`src/rtl/xuanze_pkg.sv`:
```
// Shared constants and helpers for the xuanze channel selector.
// Both the arbiter and its bus interface import this package.
package xuanze_pkg;

   localparam logic MODE_FIXED = 1'b0;
   localparam logic MODE_RR    = 1'b1;

   // Channel-index width; a two-channel selector still needs one bit.
   function automatic int sel_width(input int nch);
      return (nch <= 2) ? 1 : $clog2(nch);
   endfunction

endpackage

```
`src/rtl/xuanze_arb_if.sv`:
```
// Producer/consumer bundle for xuanze_arb: per-channel valid/ready inputs,
// one registered output channel, and the runtime mode/select controls.
interface xuanze_arb_if
   import xuanze_pkg::*;
#(
   parameter int WIDTH = 32,
   parameter int NCH   = 4
);
   localparam int SELW = sel_width(NCH);

   logic                 mode;
   logic [SELW-1:0]      sel;
   logic [NCH-1:0]       in_valid;
   logic [NCH*WIDTH-1:0] in_data;
   logic [NCH-1:0]       in_ready;
   logic                 out_valid;
   logic [WIDTH-1:0]     out_data;
   logic [SELW-1:0]      out_ch;
   logic                 out_ready;

   modport master (
      output mode, sel, in_valid, in_data, out_ready,
      input  in_ready, out_valid, out_data, out_ch
   );

   modport slave (
      input  mode, sel, in_valid, in_data, out_ready,
      output in_ready, out_valid, out_data, out_ch
   );

endinterface

```
`src/rtl/rr_pick.sv`:
```
// Rotating-priority encoder: returns the first asserted request found when
// scanning upward from ptr and wrapping at NCH (not at a power of two).
module rr_pick #(
   parameter int NCH  = 4,
   parameter int SELW = 2
) (
   input  logic [NCH-1:0]  req,
   input  logic [SELW-1:0] ptr,
   output logic            gnt_vld,
   output logic [SELW-1:0] gnt_idx
);

   int idx;

   always_comb begin
      // NOTE: every output gets a default before the loop so no path leaves
      // it unassigned, which would otherwise infer a latch.
      gnt_vld = 1'b0;
      gnt_idx = '0;
      idx     = 0;
      // Scan from the farthest offset down so the nearest request wins last.
      for (int k = NCH - 1; k >= 0; k--) begin
         idx = int'(ptr) + k;
         if (idx >= NCH) idx = idx - NCH;
         if (req[idx]) begin
            gnt_vld = 1'b1;
            gnt_idx = SELW'(idx);
         end
      end
   end

endmodule

```
`src/rtl/xuanze_arb.sv`:
```
// N-channel registered selector: fixed-select or round-robin grant feeding a
// one-entry output register with full-throughput valid/ready handshake.
module xuanze_arb
   import xuanze_pkg::*;
#(
   parameter int WIDTH = 32,
   parameter int NCH   = 4
) (
   input  logic        clk,
   input  logic        rst,
   xuanze_arb_if.slave bus
);
   localparam int SELW = sel_width(NCH);

   logic [SELW-1:0] ptr;
   logic [NCH-1:0]  fixed_req;
   logic [NCH-1:0]  pick_req;
   logic [SELW-1:0] pick_ptr;
   logic            gnt_vld;
   logic [SELW-1:0] gnt_idx;
   logic            can_accept;
   logic            take;

   // Fixed mode reuses the encoder with only the selected request visible;
   // a sel beyond NCH-1 matches no channel and therefore never grants.
   always_comb begin
      for (int i = 0; i < NCH; i++)
         fixed_req[i] = bus.in_valid[i] && (bus.sel == SELW'(i));
   end

   assign pick_req = (bus.mode == MODE_RR) ? bus.in_valid : fixed_req;
   assign pick_ptr = (bus.mode == MODE_RR) ? ptr : '0;

   rr_pick #(.NCH(NCH), .SELW(SELW)) u_pick (
      .req     (pick_req),
      .ptr     (pick_ptr),
      .gnt_vld (gnt_vld),
      .gnt_idx (gnt_idx)
   );

   assign can_accept = !bus.out_valid || bus.out_ready;
   assign take       = !rst && can_accept && gnt_vld;

   always_comb begin
      for (int i = 0; i < NCH; i++)
         bus.in_ready[i] = take && (gnt_idx == SELW'(i));
   end

   always_ff @(posedge clk) begin
      // NOTE: registered state uses non-blocking assignments so every flop
      // samples the pre-edge values regardless of statement order.
      if (rst) begin
         bus.out_valid <= 1'b0;
         bus.out_data  <= '0;
         bus.out_ch    <= '0;
         ptr           <= '0;
      end else if (take) begin
         bus.out_valid <= 1'b1;
         bus.out_data  <= bus.in_data[int'(gnt_idx)*WIDTH +: WIDTH];
         bus.out_ch    <= gnt_idx;
         if (bus.mode == MODE_RR)
            ptr <= (gnt_idx == SELW'(NCH - 1)) ? '0 : gnt_idx + 1'b1;
      end else if (bus.out_valid && bus.out_ready) begin
         bus.out_valid <= 1'b0;
      end
   end

endmodule
```
`src/flat_wrapper.sv`:
```
// flat-port wrapper written by rule: the top's interface ports become plain ports
module xuanze_arb_flat import xuanze_pkg::*;
#(
   parameter int WIDTH = 32,
   parameter int NCH   = 4
)
  (clk, rst, bus_mode, bus_sel, bus_in_valid, bus_in_data, bus_out_ready, bus_in_ready, bus_out_valid, bus_out_data, bus_out_ch);
  xuanze_arb_if #(.WIDTH(WIDTH), .NCH(NCH)) bus_i ();
  input  logic clk;
  input  logic rst;
  input wire logic [$bits(bus_i.mode)-1:0] bus_mode;
  input wire logic [$bits(bus_i.sel)-1:0] bus_sel;
  input wire logic [$bits(bus_i.in_valid)-1:0] bus_in_valid;
  input wire logic [$bits(bus_i.in_data)-1:0] bus_in_data;
  input wire logic [$bits(bus_i.out_ready)-1:0] bus_out_ready;
  output wire logic [$bits(bus_i.in_ready)-1:0] bus_in_ready;
  output wire logic [$bits(bus_i.out_valid)-1:0] bus_out_valid;
  output wire logic [$bits(bus_i.out_data)-1:0] bus_out_data;
  output wire logic [$bits(bus_i.out_ch)-1:0] bus_out_ch;
  assign bus_i.mode = bus_mode;
  assign bus_i.sel = bus_sel;
  assign bus_i.in_valid = bus_in_valid;
  assign bus_i.in_data = bus_in_data;
  assign bus_i.out_ready = bus_out_ready;
  assign bus_in_ready = bus_i.in_ready;
  assign bus_out_valid = bus_i.out_valid;
  assign bus_out_data = bus_i.out_data;
  assign bus_out_ch = bus_i.out_ch;
  xuanze_arb #(.WIDTH(WIDTH), .NCH(NCH)) u_core (.clk(clk), .rst(rst), .bus(bus_i));
endmodule
```
`config.mk`:
```
export PLATFORM = sky130hd
export DESIGN_NAME = xuanze_arb_flat
export DESIGN_NICKNAME = d
export VERILOG_FILES = /design/src/rtl/xuanze_pkg.sv /design/src/rtl/xuanze_arb_if.sv /design/src/rtl/rr_pick.sv /design/src/rtl/xuanze_arb.sv /design/src/flat_wrapper.sv
export SDC_FILE = /design/constraint.sdc
export NUM_CORES = 1
export LEC_CHECK = 0
export ABC_AREA = 1
export BUFFER_PORTS_ARGS = -buffer_cell sky130_fd_sc_hd__buf_4
export CORE_ASPECT_RATIO = 0.8
export CORE_MARGIN = 2
export CORE_UTILIZATION = 35
export DETAILED_ROUTE_END_ITERATION = 8
export MAX_ROUTING_LAYER = met4
export PLACE_DENSITY = 0.81
export SYNTH_ARGS = -nofsm -noshare
export SYNTH_HDL_FRONTEND = slang
export SYNTH_SLANG_ARGS = --single-unit
```
`constraint.sdc`:
```
create_clock -name clk -period 1.9 [get_ports clk]
set_clock_uncertainty 0.1 [all_clocks]
set_input_delay 0.19 -clock clk [delete_from_list [all_inputs] [get_ports clk]]
set_output_delay 0.19 -clock clk [all_outputs]
set_load 0.02 [all_outputs]
```
==> results of run 1 <==
## synthesized netlist by cell type
| cell type | number |
|---|---|
| nand3_4 | 1 |
| inv_1 | 40 |
| o211ai_1 | 1 |
| buf_4 | 5 |
| nor2_2 | 3 |
| nand3_2 | 3 |
| or2_0 | 1 |
| nand2_1 | 189 |
| dfxtp_1 | 37 |
| o21ai_0 | 3 |
| o21ai_1 | 2 |
| nor2_4 | 1 |
| buf_2 | 14 |
| a21oi_2 | 8 |
| a21oi_1 | 10 |
| clkinv_1 | 1 |
| nand3_1 | 132 |
| nor2_8 | 1 |
| inv_2 | 6 |
| nor2_1 | 6 |
| nand2_4 | 4 |
| nand2_2 | 5 |
| nand4_1 | 3 |
| buf_6 | 10 |
| clkbuf_1 | 3 |
| inv_4 | 2 |
## final timing paths
path / start / end / slack (ns)
worst min register to register: u_core.bus.out_data[12] / u_core.bus.out_data[12] / 0.37
worst max register to register: u_core.ptr[0] / u_core.bus.out_data[6] / -0.16
worst max-delay path: u_core.ptr[0] / bus_in_ready[3] / -0.24
worst min-delay path: bus_in_data[34] / u_core.bus.out_data[2] / 0.05
## sequential cells by signal, summed over array words and instances, names as in the netlist
signal,count
u_core.bus.out_data,32
u_core.bus.out_ch,2
u_core.ptr,2
u_core.bus.out_valid,1
## repair_timing
action                     CTS  global route
setup buffers               11             6
pin swaps                   17            17
cloned                       5             2
hold endpoints to repair     1             0
resized for setup           41            25
setup endpoints to repair   37            39
hold buffers                 2             0
## stage by stage
step	cells	hold WS [ns]	instance area, µm²	worst slack, ns	TNS, ns
6_report	795	0.0546	5040	-0.237	-4.64
5_1_grt	795	0.0498	5040	-0.330	-8.84
4_1_cts	787	0.0475	4850	-0.186	-2.98
3_5_place_dp	762	0.311	4380	-0.0943	-1.48
3_3_place_gp	762	0.308	4380	-0.0805	-0.431
2_1_floorplan	491	0.159	2920	-0.0281	-0.0563
## power groups by stage
stage / Combinational (mW) / Sequential, mW / Clock (mW)
2_1_floorplan: 0.911 / 1.21 / 0
3_3_place_gp: 1.76 / 1.03 / 0
3_5_place_dp: 1.80 / 1.04 / 0
4_1_cts: 2.12 / 1.02 / 0.572
5_1_grt: 2.42 / 1.04 / 0.595
6_report: 2.26 / 1.02 / 0.557
## worst register-to-register path, stage by stage, from the launching register on
cell and delay (ns):
dfxtp_4 0.40, buf_6 0.13, nand3_4 0.08, nand3_4 0.12, nor2_4 0.04, nor2_2 0.12, nand2_2 0.10, nand2_2 0.09
nand2_4 0.07, buf_4 0.19, buf_16 0.18, nand3_1 0.09, nand3_1 0.09, nand3_1 0.10, nand2_1 0.05
## cells by family (layout without fill, tap and decap cells)
logic type	count (synthesis)	after routing	synth area share, %
compound gates	24	24	5.25
simple gates	349	349	54.8
flops	37	37	25.5
buf+inv	81	277	14.5
## cell type report
cell class	count	area share (%)
Clock inverter	2	0.199
Inverter	49	4.14
Timing Repair Buffer	220	38.3
Tap cell	108	2.68
Multi-Input combinational cell	373	38.4
Sequential cell	37	14.8
Clock buffer	6	1.44
## metal layers
metal | GRT usage [%] | share of wire (%)
met4 | 7.66 | 2.2
met3 | 3.04 | 6.4
met2 | 44.9 | 50
met5 | - | 0
met1 | 31.1 | 42
==> impl_metrics.tcl, run 1 <==
set metrics [dict create \
    status "finished with violations" \
    violations "negative setup slack" \
    dieArea_mm2 0.00905 \
    cp_num_cells 13 \
    grtUsageTotal_pct 25.6 \
    achievable-frequency_ghz 0.468 \
    fin_ws_ns -0.237 \
    worst_pin_slew_ns 0.345 \
    crit_path_max_fanout 5 \
    start_kind "flip-flop" \
    cts_tree "yes" \
    dieWidth_um 106 \
    power.leakage_nw 2.74 \
    syn_nets 629 \
    finalCoreUtilization_pct 63.2 \
    synthDistinctLibCells 26 \
    min_path_type "in -> reg" \
    grt_pass1_vias 3991 \
    wl_um 12100 \
    dr.pass1.iters 5 \
    syn-mean-instance-area_um2 5.92 \
    drv_slew 0 \
    clock-sinks 37 \
    ir_drop_uv 383 \
    syn_to_final_growth_pct 73.6 \
    clock_latency_ns 0.29 \
    antenna_found_initial 0 \
    wl_per_cell_um 15.2 \
    critPathKind "reg -> out" \
    ant_nets 0 \
    max-cap-violations 0 \
    first_iter_violations 263 \
    min_period_over_period_pct 112 \
    syn_inst 491 \
    ff_latch_area_um2 746 \
    crit_chain "buf_6 > nand3_4 > nand3_4 > nor2_4 > nor2_2 > nand2_2 > nand2_2 > nand2_4 > nand2_8 > clkinv_8 > nand2_4 > nor2_4 > buf_6" \
    ys_ff_latch 37 \
    drc 0 \
    seqPwrFrac_pct 26.7 \
    htree_levels 2 \
    mostFrequentLayoutCell "buf_4" \
    start_util_pct 36.4 \
    slew_headroom_pct 76.9 \
    path_delay_family "simple AND/OR/NAND/NOR gates" \
    multi_input_area_mm2 0.00194 \
    clk_pin_slew_ns 0.08 \
    combPwrFrac_pct 58.8 \
    grt_pass1_wl_um 18100 \
    yosysSeqAreaShare_pct 25.5 \
    clockBufferDepth 2 \
    root_buffer "clkbuf_8" \
    nets 824 \
    cp.required_ns 1.61 \
    synth.largest_area_cell "dfxtp_1" \
    overflow 0 \
    hold_viol 0 \
    switchingPower_mw 1.61 \
    syn_area_mm2 0.00291 \
    fillers 741 \
    power_mw 3.84 \
    ios 177 \
    p_clk_share_pct 14.5 \
    cp_slowest_stage_delay_ns 0.40 \
    final_cell_mix "buf_4 (193), nand2_1 (175), nand3_1 (123)" \
    synth_top_cell_area_share_pct 25.5 \
    p_int_mw 2.23 \
    rows 29 \
    arrival_ns 1.85 \
    p_per_area_mw_per_mm2 762 \
    switching_share_pct 41.8 \
    reg2reg_depth 14 \
    io_buffers 176 \
    slowest_stage "dfxtp_4" \
    via_per_inst 5.16 \
    diodes 0 \
    grt_max_degree 48 \
    critical_path_buf_inv_count 3 \
    core_area_mm2 0.00798 \
    finalSetupViolations 38 \
    gp_congestion 0.921 \
    hold_depth 3 \
    ys_warn_count 0 \
    cts_inserted_buffers 5 \
    cp-end-kind "output pin" \
    period_needed_ns 2.14 \
    drive_gt1_share_pct 42.5 \
    die_y_um 85.5 \
    synth_area_leaders "dfxtp_1 (25%), nand2_1 (24%), nand3_1 (23%)" \
    vias 4105 \
    grt_setup_unrepaired "true" \
    hpwl_um 8120 \
]
(Power assumes the default switching activity.)
==> run 2: changes to the inputs <==
--- a/config.mk
+++ b/config.mk
@@ -8,9 +8,10 @@
 export ABC_AREA = 1
 export BUFFER_PORTS_ARGS = -buffer_cell sky130_fd_sc_hd__buf_4
 export CORE_ASPECT_RATIO = 0.8
-export CORE_MARGIN = 2
+export CORE_MARGIN = 8
 export CORE_UTILIZATION = 35
 export DETAILED_ROUTE_END_ITERATION = 8
+export HOLD_SLACK_MARGIN = 0.08
 export MAX_ROUTING_LAYER = met4
 export PLACE_DENSITY = 0.81
 export SYNTH_ARGS = -nofsm -noshare
==> impl_metrics.tcl, run 2 (same netlist as run 1, synthesis figures left out) <==
set metrics [dict create \
    first_iter_violations 302 \
    worst_pin_slew_ns 0.336 \
    switching_share_pct 40.0 \
    mostFrequentLayoutCell "buf_4" \
    dp.cells 763 \
    violations "negative setup slack" \
    antenna_found_initial 1 \
    rrSetupSlack_ns -0.21 \
    switchingPower_mw 1.61 \
    critical_path_buf_inv_count 5 \
    path_delay_family "simple AND/OR/NAND/NOR gates" \
    crit_path_max_fanout 7 \
    via_per_inst 5.06 \
    io_buffers 176 \
    htree_levels 2 \
    cp_slowest_stage_delay_ns 0.40 \
    achievable-frequency_ghz 0.468 \
    fillers 740 \
    fin_ws_ns -0.236 \
    dr.pass1.iters 5 \
    seqPwrFrac_pct 25.7 \
    dieArea_mm2 0.0115 \
    wl_um 13400 \
    grt_max_degree 48 \
    drive_gt1_share_pct 42.0 \
    overflow 0 \
    cpMostUsedCell "nand2_2" \
    drv_slew 0 \
    reg.largest.list "u_core.bus.out_data x32, u_core.bus.out_ch x2, u_core.ptr x2" \
    clock_latency_ns 0.28 \
    crit_chain "nand2_8 > inv_4 > nand2_2 > nand2_2 > inv_2 > nand2_2 > nand2_2 > inv_2 > nand3_4 > nand2_8 > clkinv_8 > nor2_4 > buf_6" \
    core_area_mm2 0.00798 \
    power.leakage_nw 2.82 \
    critPathKind "reg -> out" \
    clock-sinks 37 \
    clockBufferDepth 2 \
    cts_tree "yes" \
    p_clk_share_pct 18.2 \
    min_period_over_period_pct 112 \
    hold_viol 0 \
    top_register "u_core.bus.out_data" \
    largest_register_ffs 32 \
    period_needed_ns 2.14 \
    start_util_pct 36.4 \
    status "finished with violations" \
    cts_inserted_buffers 5 \
    slowest_stage "dfxtp_4" \
    ant_nets 0 \
    final_cell_mix "buf_4 (192), nand2_1 (175), nand3_1 (118)" \
    nets 837 \
    hpwl_um 9210 \
    max-cap-violations 0 \
    root_buffer "clkbuf_8" \
    cp-end-kind "output pin" \
    dieWidth_um 118 \
    die_y_um 97.5 \
    arrival_ns 1.85 \
    p_int_mw 2.41 \
    min_path_type "in -> reg" \
    rows 29 \
    p_per_area_mw_per_mm2 770 \
    holdWs_ns 0.0995 \
    use_met2_pct 37.3 \
    stdcell_area_mm2 0.00522 \
    combPwrFrac_pct 56.1 \
    grtUsageMet3_pct 3.83 \
    finalSetupViolations 38 \
    start_kind "flip-flop" \
    slew_headroom_pct 77.4 \
    post_dp_cell_area_mm2 0.00437 \
    gp_congestion 0.931 \
    drc 0 \
    wl_per_cell_um 16.6 \
    syn_to_final_growth_pct 79.8 \
    grt_pass1_wl_um 20300 \
    final_cells 809 \
    power_mw 4.02 \
    clk_pin_slew_ns 0.08 \
    ir_drop_uv 391 \
    groute.layer.met1.usage_pct 25.7 \
    grt_setup_unrepaired "true" \
    ios 177 \
    grtUsageTotal_pct 21.9 \
    grt_pass1_vias 4051 \
    cp.required_ns 1.61 \
    grt.busiest_layer "met2" \
    vias 4090 \
]
[run 2: cell type report]
class / count / area, µm² / share of cell area (%)
Timing Repair Buffer: 233 / 2070 / 39.6
Multi-Input combinational cell: 373 / 1950 / 37.3
Sequential cell: 37 / 746 / 14.3
Inverter: 49 / 206 / 3.95
Tap cell: 108 / 135 / 2.59
Clock buffer: 7 / 86.3 / 1.65
Clock inverter: 1 / 30.0 / 0.575
Antenna cell: 1 / 2.50 / 0.0479
[run 2: per-layer routing]
layer  part of all wire, %  vias to the layer above
met4                   1.6                        0
met2                    50                      197
met3                   6.4                       21
li1                      -                     1987
met5                     0                        -
met1                    42                     1885
[run 2: worst register-to-register path, cell delays in order (launching register included)]
cell and delay, ns:
dfxtp_4 0.40, nand2_8 0.09, inv_4 0.07, nand2_2 0.05
nand2_2 0.08, inv_2 0.05, nand2_2 0.08, nand2_2 0.07
inv_2 0.09, nand2_2 0.07, nand2_4 0.09, nand2_8 0.08
buf_4 0.18, buf_12 0.16, or2_0 0.20, nand3_1 0.07
nand3_1 0.08
[run 2: worst paths after layout]
| check | cells past startpoint | startpoint | end |
|---|---|---|---|
| setup / recovery | 13 | u_core.ptr[0] | bus_in_ready[0] |
| hold / removal | 4 | rst | u_core.ptr[1] |
| setup reg to reg | 16 | u_core.ptr[0] | u_core.bus.out_data[2] |
| hold reg to reg | 2 | u_core.bus.out_data[11] | u_core.bus.out_data[11] |
[run 2: metrics by stage]
stage / utilization, % / setup slack, ns / TNS, ns
global placement: 54.7 / -0.0689 / -0.328
global route: 65.4 / -0.349 / -10.30
floorplan: - / -0.0281 / -0.0563
CTS: 63.2 / -0.195 / -4.19
detailed placement: 54.7 / -0.126 / -1.81
finish: 65.4 / -0.236 / -5.50
[run 2: what timing repair did]
| item | 4_1_cts | 5_1_grt |
|---|---|---|
| gates resized for setup | 55 | 15 |
| setup buffers | 9 | 5 |
| hold buffers | 17 | 0 |
| setup endpoints to repair | 36 | 39 |
| pin swaps | 17 | 9 |
| endpoints found under the hold margin | 18 | 0 |
| gates cloned | 4 | 3 |
[run 2: power by group through the flow]
| stage | Combinational (mW) | Clock (mW) | Sequential (mW) |
|---|---|---|---|
| after global placement | 1.78 | 0 | 1.04 |
| final | 2.26 | 0.732 | 1.03 |
| after detailed placement | 1.81 | 0 | 1.04 |
| after global routing | 2.41 | 0.773 | 1.05 |
| after floorplan | 0.911 | 0 | 1.21 |
| after CTS | 2.14 | 0.754 | 1.03 |
==> run 3: changes to the inputs <==
--- a/config.mk
+++ b/config.mk
@@ -11,6 +11,7 @@
 export CORE_MARGIN = 8
 export CORE_UTILIZATION = 35
 export DETAILED_ROUTE_END_ITERATION = 8
+export GPL_TIMING_DRIVEN = 0
 export HOLD_SLACK_MARGIN = 0.08
 export MAX_ROUTING_LAYER = met4
 export PLACE_DENSITY = 0.81
==> impl_metrics.tcl, run 3 (same netlist as run 1, synthesis figures left out) <==
set metrics [dict create \
    htree_levels 2 \
    p_per_area_mw_per_mm2 743 \
    cts_tree "yes" \
    top_register "u_core.bus.out_data" \
    grtUsageMet3_pct 3.19 \
    final_cell_mix "buf_4 (193), nand2_1 (159), nand3_1 (82)" \
    fin_setup_tns_ns -6.86 \
    finalSetupViolations 40 \
    rrSetupSlack_ns -0.25 \
    crit_chain "nand2_8 > nand2_4 > nand4_1 > nand2_4 > nor2_4 > nand2_4 > nand2_4 > buf_8 > nor2_8 > buf_8 > inv_6 > nor2_4 > buf_6" \
    io_buffers 175 \
    min_path_type "in -> reg" \
    cp_slowest_stage_delay_ns 0.42 \
    grt_pass1_vias 4046 \
    cpMostUsedCell "nand2_4" \
    hpwl_um 9820 \
    hold_viol 0 \
    grtUsageTotal_pct 22.0 \
    gp_congestion 0.901 \
    worst_pin_slew_ns 0.500 \
    root_buffer "clkbuf_8" \
    start_util_pct 36.4 \
    clk_pin_slew_ns 0.08 \
    overflow 0 \
    ios 177 \
    critPathKind "reg -> out" \
    ir_drop_uv 431 \
    ant_nets 0 \
    diodes 0 \
    dr.pass1.iters 6 \
    startpoint "u_core.ptr[0]" \
    cp-end-kind "output pin" \
    largest_register_ffs 32 \
    dieWidth_um 118 \
    reg2reg_to "u_core.bus.out_data[2]" \
    clock_latency_ns 0.29 \
    rows 29 \
    cp.required_ns 1.61 \
    cts_inserted_buffers 5 \
    vias 4160 \
    nets 859 \
    slowest_stage "dfxtp_4" \
    grt_setup_unrepaired "true" \
    syn_to_final_growth_pct 91.3 \
    fillers 676 \
    slew_headroom_pct 66.7 \
    clock-sinks 37 \
    critical_path_buf_inv_count 4 \
    first_iter_violations 252 \
    violations "negative setup slack" \
    min_period_over_period_pct 120 \
    clockBufferDepth 2 \
    grt_max_degree 19 \
    die_y_um 97.5 \
    holdWs_ns 0.117 \
    drive_gt1_share_pct 50.6 \
    use_met2_pct 37.4 \
    power.leakage_nw 2.93 \
    crit_path_max_fanout 7 \
    power_mw 4.13 \
    dieArea_mm2 0.0115 \
    start_kind "flip-flop" \
    mostFrequentLayoutCell "buf_4" \
    groute.layer.met1.usage_pct 26.5 \
    reg.largest.list "u_core.bus.out_data x32, u_core.bus.out_ch x2, u_core.ptr x2" \
    timing.rr.start "u_core.ptr[0]" \
    grt.busiest_layer "met2" \
    via_per_inst 5.01 \
    antenna_found_initial 0 \
    hold_depth 5 \
    wl_um 13800 \
    worstHoldEndpoint "u_core.bus.out_data[2]" \
    grt_pass1_wl_um 20300 \
    drc 0 \
    achievable-frequency_ghz 0.440 \
    fin_ws_ns -0.374 \
    wl_per_cell_um 16.7 \
    arrival_ns 1.98 \
    core_area_mm2 0.00798 \
    cp_num_cells 13 \
    status "finished with violations" \
    max-cap-violations 0 \
    drv_slew 0 \
    reg2reg_depth 15 \
    min_from "bus_in_data[2]" \
    path_delay_family "simple AND/OR/NAND/NOR gates" \
    period_needed_ns 2.27 \
    dpl_worst_slack_ns -0.364 \
]
==> run 3: changes by cell type in the layout (fill, tap and decap cells not counted), moves of 2 or more <==
| cell | change |
|---|---|
| nand3_1 | -36 |
| buf_8 | +7 |
| buf_12 | -7 |
| buf_2 | +5 |
| nand3_2 | +34 |
| buf_6 | +17 |
| nand2_2 | +11 |
| nand2_1 | -16 |
| nand2_4 | +6 |
| clkbuf_16 | -2 |
| nand3_4 | +2 |
| buf_16 | -2 |
| clkbuf_1 | +3 |
==> run 3: per-layer routing <==
| layer | wire length, µm | part of all wire, % | vias to the layer above |
|---|---|---|---|
| li1 | - | - | 2034 |
| met3 | 764 | 5.5 | 27 |
| met5 | 0 | 0 | - |
| met2 | 6880 | 50 | 164 |
| met4 | 303 | 2.2 | 0 |
| met1 | 5900 | 43 | 1935 |
==> run 3: worst reg2reg max path: stages (launching register included) <==
cell	delay [ns]
dfxtp_4	0.42
nand2_8	0.09
nand2_1	0.13
nand3_4	0.10
nor2_2	0.11
nor2_2	0.06
nand2_4	0.09
nand2_4	0.05
nand2_4	0.09
nand2_8	0.08
buf_8	0.14
buf_4	0.13
buf_6	0.12
or2_0	0.19
nand3_1	0.07
nand3_1	0.07
==> run 3: metrics by stage <==
| stage | std cells | cell area (µm²) | util (%) |
|---|---|---|---|
| after floorplan | 491 | 2920 | - |
| after global placement | 774 | 4370 | 54.7 |
| after detailed placement | 774 | 4370 | 54.7 |
| after CTS | 819 | 5130 | 64.2 |
| after global routing | 830 | 5560 | 69.6 |
| final | 830 | 5560 | 69.6 |
==> run 3: power by group <==
part / switching [mW] / leakage [nW] / internal, mW / total [mW]
registers: 0.0919 / 0.310 / 0.933 / 1.03
logic: 1.30 / 2.56 / 1.07 / 2.37
clock network: 0.310 / 0.0585 / 0.429 / 0.738
==> run 3: area by class of cell <==
cell class | count | area [µm²] | share of cell area (%)
buffer | 30 | 310 | 5.58
timing repair buffer | 225 | 1830 | 32.9
tap | 108 | 135 | 2.43
clock buffer | 7 | 86.3 | 1.55
multi-input combinational | 373 | 2210 | 39.7
sequential | 37 | 748 | 13.5
inverter | 49 | 211 | 3.81
clock inverter | 1 | 30.0 | 0.540
==> run 3: what timing repair did <==
action                                  in CTS  in global routing
resized for setup                           79                 89
gates cloned                                 3                  3
setup buffers                               19                 10
hold buffers                                18                  0
pin swaps                                   35                 57
endpoints found under the hold margin       18                  0
endpoints found under the setup margin      40                 40
==> run 3: worst max path at each step <==
stage	end	slack, ns
final	bus_in_ready[0]	-0.37
after global routing	bus_in_ready[1]	-0.48
after CTS	bus_in_ready[1]	-0.33
after detailed placement	bus_in_ready[3]	-0.36
after global placement	bus_in_ready[3]	-0.31
after floorplan	bus_in_ready[0]	-0.03
